$ cat config.mk
export PLATFORM = sky130hd
export DESIGN_NAME = vga_sync_decoder
export DESIGN_NICKNAME = d
export VERILOG_FILES = /design/src/rtl/vga_sync_decoder.sv
export SDC_FILE = /design/constraint.sdc
export NUM_CORES = 1
export LEC_CHECK = 0
export BUFFER_PORTS_ARGS = -buffer_cell sky130_fd_sc_hd__buf_2
export CAP_MARGIN = 10
export CELL_PAD_IN_SITES_DETAIL_PLACEMENT = 0
export CELL_PAD_IN_SITES_GLOBAL_PLACEMENT = 1
export CORE_MARGIN = 4
export CORE_UTILIZATION = 35
export DETAILED_ROUTE_END_ITERATION = 7
export GPL_ROUTABILITY_DRIVEN = 1
export PLACE_DENSITY_LB_ADDON = 0.12
export SLEW_MARGIN = 20
export SYNTH_ARGS = -nofsm -noshare
export SYNTH_HDL_FRONTEND = slang
export SYNTH_SLANG_ARGS = --single-unit
$ cat constraint.sdc
create_clock -name clk -period 4.6 [get_ports clk]
set_input_delay 0.46 -clock clk [delete_from_list [all_inputs] [get_ports clk]]
set_output_delay 0.46 -clock clk [all_outputs]
set_load 0.05 [all_outputs]
$ cat src/rtl/vga_sync_decoder.sv
// Recovers pixel position from an hsync/vsync stream, checks it against the
// expected VGA timing, and reports lock state, sync errors and an error count.
module vga_sync_decoder #(
  parameter int          LOCK_FRAMES  = 2,
  parameter int          H_COUNT_TOT  = 1344,
  parameter int          H_SYNC_START = 1048,
  parameter int          H_SYNC_END   = 1184,
  parameter int          V_COUNT_TOT  = 806,
  parameter int          V_SYNC_START = 771,
  parameter int          V_SYNC_END   = 777,
  parameter logic [15:0] ERR_MAX      = 16'hFFFF
) (
  input  logic        clk,
  input  logic        rst_n,
  input  logic        hsync_in,
  input  logic        vsync_in,
  output logic [10:0] hcount_out,
  output logic [10:0] vcount_out,
  output logic        locked,
  output logic        frame_start,
  output logic        sync_err,
  output logic [15:0] err_cnt
);

  localparam logic [10:0] H_LAST  = 11'(H_COUNT_TOT - 1);
  localparam logic [10:0] H_START = 11'(H_SYNC_START);
  localparam logic [10:0] H_END   = 11'(H_SYNC_END);
  localparam logic [10:0] V_LAST  = 11'(V_COUNT_TOT - 1);
  localparam logic [10:0] V_START = 11'(V_SYNC_START);
  localparam logic [10:0] V_END   = 11'(V_SYNC_END);
  localparam logic [3:0]  LOCK_N  = 4'(LOCK_FRAMES);

  typedef enum logic [1:0] {SEARCH, H_ACQ, V_ACQ, LOCKED} state_t;

  state_t      state;
  logic [10:0] h, v;
  logic        prev_hs, prev_vs;
  logic [3:0]  good_cnt;

  logic        hs_rise, vs_rise;
  logic [10:0] h_cur, v_cur, h_nxt, v_nxt;
  logic        exp_hs, exp_vs, hs_bad, vs_bad, err, pos_zero;
  logic [3:0]  good_inc;

  // h_cur/v_cur are the positions assigned to the current sample, including
  // any realignment that happens on this very sample.
  always_comb begin
    hs_rise  = hsync_in & ~prev_hs;
    vs_rise  = vsync_in & ~prev_vs;
    h_cur    = (state == SEARCH && hs_rise) ? H_START : h;
    v_cur    = (state == H_ACQ && vs_rise) ? V_START : v;
    exp_hs   = (h_cur >= H_START) && (h_cur < H_END);
    exp_vs   = (v_cur >= V_START) && (v_cur < V_END);
    hs_bad   = hsync_in != exp_hs;
    vs_bad   = vsync_in != exp_vs;
    pos_zero = (h_cur == 11'd0) && (v_cur == 11'd0);
    good_inc = good_cnt + 4'd1;
    case (state)
      SEARCH:  err = 1'b0;
      H_ACQ:   err = hs_bad;
      default: err = hs_bad | vs_bad;
    endcase
    h_nxt = h_cur;
    v_nxt = v_cur;
    if (h_cur == H_LAST) begin
      h_nxt = 11'd0;
      v_nxt = (v_cur == V_LAST) ? 11'd0 : v_cur + 11'd1;
    end else begin
      h_nxt = h_cur + 11'd1;
    end
  end

  always_ff @(posedge clk) begin
    if (!rst_n) begin
      state       <= SEARCH;
      h           <= '0;
      v           <= '0;
      prev_hs     <= 1'b1;
      prev_vs     <= 1'b1;
      good_cnt    <= '0;
      hcount_out  <= '0;
      vcount_out  <= '0;
      locked      <= 1'b0;
      frame_start <= 1'b0;
      sync_err    <= 1'b0;
      err_cnt     <= '0;
    end else begin
      prev_hs     <= hsync_in;
      prev_vs     <= vsync_in;
      h           <= h_nxt;
      v           <= v_nxt;
      hcount_out  <= h_cur;
      vcount_out  <= v_cur;
      sync_err    <= err;
      locked      <= 1'b0;
      frame_start <= 1'b0;
      if (err && err_cnt < ERR_MAX) err_cnt <= err_cnt + 16'd1;
      if (err) begin
        state    <= SEARCH;
        good_cnt <= '0;
      end else begin
        case (state)
          SEARCH: begin
            good_cnt <= '0;
            if (hs_rise) state <= H_ACQ;
          end
          H_ACQ: if (vs_rise) state <= V_ACQ;
          V_ACQ: begin
            if (vs_rise) begin
              good_cnt <= good_inc;
              if (good_inc == LOCK_N) begin
                state       <= LOCKED;
                locked      <= 1'b1;
                frame_start <= pos_zero;
              end
            end
          end
          default: begin
            locked      <= 1'b1;
            frame_start <= pos_zero;
          end
        endcase
      end
    end
  end

endmodule

==> run_results.csv <==
group,metric,value,unit
critical_path,path_max_fanout,28,
clock_tree,htreeDepth,3,
yosys,syn-cell-area,3250,um^2
global_route,antenna_found_initial,0,
power_and_ir_drop,p_int,0.00106,W
yosys,postSynthRegisterBits,71,
power_and_ir_drop,clockPowerShare,36.6,%
yosys,ys_async_sr_fraction,0,%
global_route,grt_pass1_vias,2535,
placed_design,dp_cells,511,
global_route,grt_max_degree,35,
yosys,yosysTopAreaCellShare,43.8,%
timing,fmax,245,MHz
finish,fillers,904,
clock_tree,numCtsBuffers,9,
yosys,synth_cells,375,
hold_path,hold_path.class,"input pin to register",
floorplan,die-height,104,um
timing,setup_violations,0,
finish,insertedDiodeCount,0,
detailed_routing,drt-wirelength-per-cell,14.7,um
power_and_ir_drop,ir_worst_vdd,158,uV
global_route,grt_pass1_wl,12.8,mm
yosys,yosysMostFrequentCell,"dfxtp_1",
finish,area_delta_synth_final,16.2,%
run_status,status,"finished, final reports clean",
detailed_routing,drc,0,
global_route,grt_usage,14.4,%
power_and_ir_drop,p_leak,1.57,nW
clock_tree,ctsResizeCount,0,
finish,seqCellArea,1420,um^2
floorplan,core,8890,um^2
critical_path,worstPathRequired,4.87,ns
finish,multi_input_area,1700,um^2
yosys,yosysSeqAreaShare,43.8,%
yosys,ys_top_cells_by_area,"dfxtp_1, nor2_1, ha_1",
detailed_routing,via_per_inst,5.24,
yosys,yosysUniqueCellTypes,47,
timing,fin_setup_tns,0,ns
clock_tree,cts_tree,"yes",
yosys,syn_area_per_cell,8.65,um^2
clock_tree,cts-hold-fix-buffers,0,
finish,fin_nets,431,
floorplan,die_w,104,um
clock_tree,cts_setup_buffers,0,
global_route,grt_overflow,0,
timing,worst_pin_slew,0.975,ns
timing,fin_crit,4.08,ns
timing,final_hold_viol_count,0,
power_and_ir_drop,swShare,32.7,%
placed_design,place_congestion,0.805,
detailed_routing,via_count,2759,
critical_path,crit_arrival,4.35,ns
finish,drive_above_1_share,16.2,%
critical_path,startpoint_type,"register",
power_and_ir_drop,p_per_area,419,nW/um^2
yosys,syn_nets,392,
clock_tree,clock_sinks,71,
detailed_routing,first_pass_iters,5,
timing,finalClockSkew,0.00831,ns
power_and_ir_drop,p_comb_share,21.1,%
detailed_routing,drt-total-wl,7.72,mm
floorplan,die_area,10900,um^2
critical_path,critical_path_class,"register to register",
floorplan,start_util,36.5,%
detailed_routing,drt_iter0_drc,119,
yosys,synth_common_cells,"dfxtp_1, nor2_1, nand2_1",
critical_path,endpoint_kind,"register",
yosys,synth_edf_count,0,
finish,fin_cells,527,
power_and_ir_drop,seqPwrFrac,42.3,%
yosys,yosysWarnings,0,
clock_tree,clk_latency,0.35,ns
clock_tree,clockRootBuffer,"clkbuf_8",
flow_run,maxCapViolations,0,
timing,maxSlewHeadroom,35.0,%
power_and_ir_drop,switching_power,0.000516,W
timing,finalCritPeriodShare,88.8,%
yosys,synth_top_area_cell,"dfxtp_1",
timing,slew_viol_final,0,
timing,rsz0062_at_grt,"no",
placed_design,portBuffers,44,
floorplan,rows,34,
detailed_routing,ant_nets,0,
clock_tree,clk_path_buf_depth,2,
floorplan,io_pins,45,
placed_design,dp_hpwl,5.25,mm
yosys,synth_ff_type,"dfxtp_1",
clock_tree,clkTransAtPathRegs,0.07,ns
[power by group through the flow]
stage	Sequential [W]	Clock (W)	Combinational, W
2_1_floorplan	0.000734	0	0.000236
3_3_place_gp	0.000682	0	0.000338
3_5_place_dp	0.000684	0	0.000338
4_1_cts	0.000669	0.000592	0.000339
5_1_grt	0.000675	0.000621	0.000371
6_report	0.000669	0.000578	0.000334
[cell families after synthesis]
group	after synthesis	synth area share, %
buf+inv	32	4.16
xor+xnor	18	4.86
fa+ha+maj	13	5.01
mux	10	3.08
compound gates	50	9.91
simple gates	181	29.2
flops	71	43.8
[cell usage in the layout (no fill, tap or decap), drive strengths merged, types with 2 or more instances in the layout]
cell type   n
buf        47
nand4      14
xnor2       8
a21boi      2
nand2      37
bufinv      2
a211oi      2
nor4b       5
mux2i      10
o31ai       4
or2         2
a31oi       2
o21ai       8
inv        15
and4        2
nor4        6
nor3       15
dfxtp      71
or3         5
nand2b      8
nand3      10
nor2       44
and3       19
xor2       10
a21oi      19
clkbuf     10
or4         6
ha         13
a311oi      2
and2        3
clkinv      2
or4b        2
[layer usage]
layer  up-vias  track usage, %  wire [um]
li1       1406               -          -
met1      1280            19.6       4000
met2        62            21.9       3310
met3        11            3.72        307
met4         0            5.41        105
met5         -               0          0
[sequential cells by signal, indices dropped and copies added, names as in the netlist, 2 cells and up]
signal,cells
hcount_out,11
good_cnt,4
h,11
state,2
vcount_out,11
v,11
err_cnt,16
[area by class of cell]
class / instances / area share, %
clock buffers: 10 / 3.65
clock inverters: 6 / 2.42
inverters: 13 / 1.29
multi-input cells: 272 / 44.9
flip-flops and latches: 71 / 37.7
well taps: 108 / 3.58
repair buffers: 47 / 6.43
[worst paths after layout]
check,startpoint,end,slack (ns),cells after the start
min,vsync_in,prev_vs,0.36,2
max reg2reg,state[1],err_cnt[5],0.52,13
max,state[1],err_cnt[5],0.52,13
min reg2reg,err_cnt[6],err_cnt[6],0.48,2
[worst max-delay path, cell delays in order (launching register included)]
cell and delay (ns):
dfxtp_1 0.35, inv_1 0.11, ha_1 0.24, inv_1 0.10, nor2_1 0.41, nor2_1 0.20
inv_1 0.12, ha_1 0.25, nor4_1 0.07, or4_1 0.43, or4b_1 0.46, and3_1 0.51
or4_1 0.62, a21oi_1 0.15
[through the flow]
step	hold WS (ns)	worst slack, ns	total power [W]	area (um^2)	util (%)
2_1_floorplan	0.455	1.29	0.000970	3250	-
3_3_place_gp	0.463	0.733	0.00102	3540	39.8
3_5_place_dp	0.473	0.508	0.00102	3540	39.8
4_1_cts	0.353	0.507	0.00160	3770	42.4
5_1_grt	0.370	0.124	0.00167	3770	42.4
6_report	0.361	0.517	0.00158	3770	42.4
Note: power is estimated with default switching activity, not from simulation.
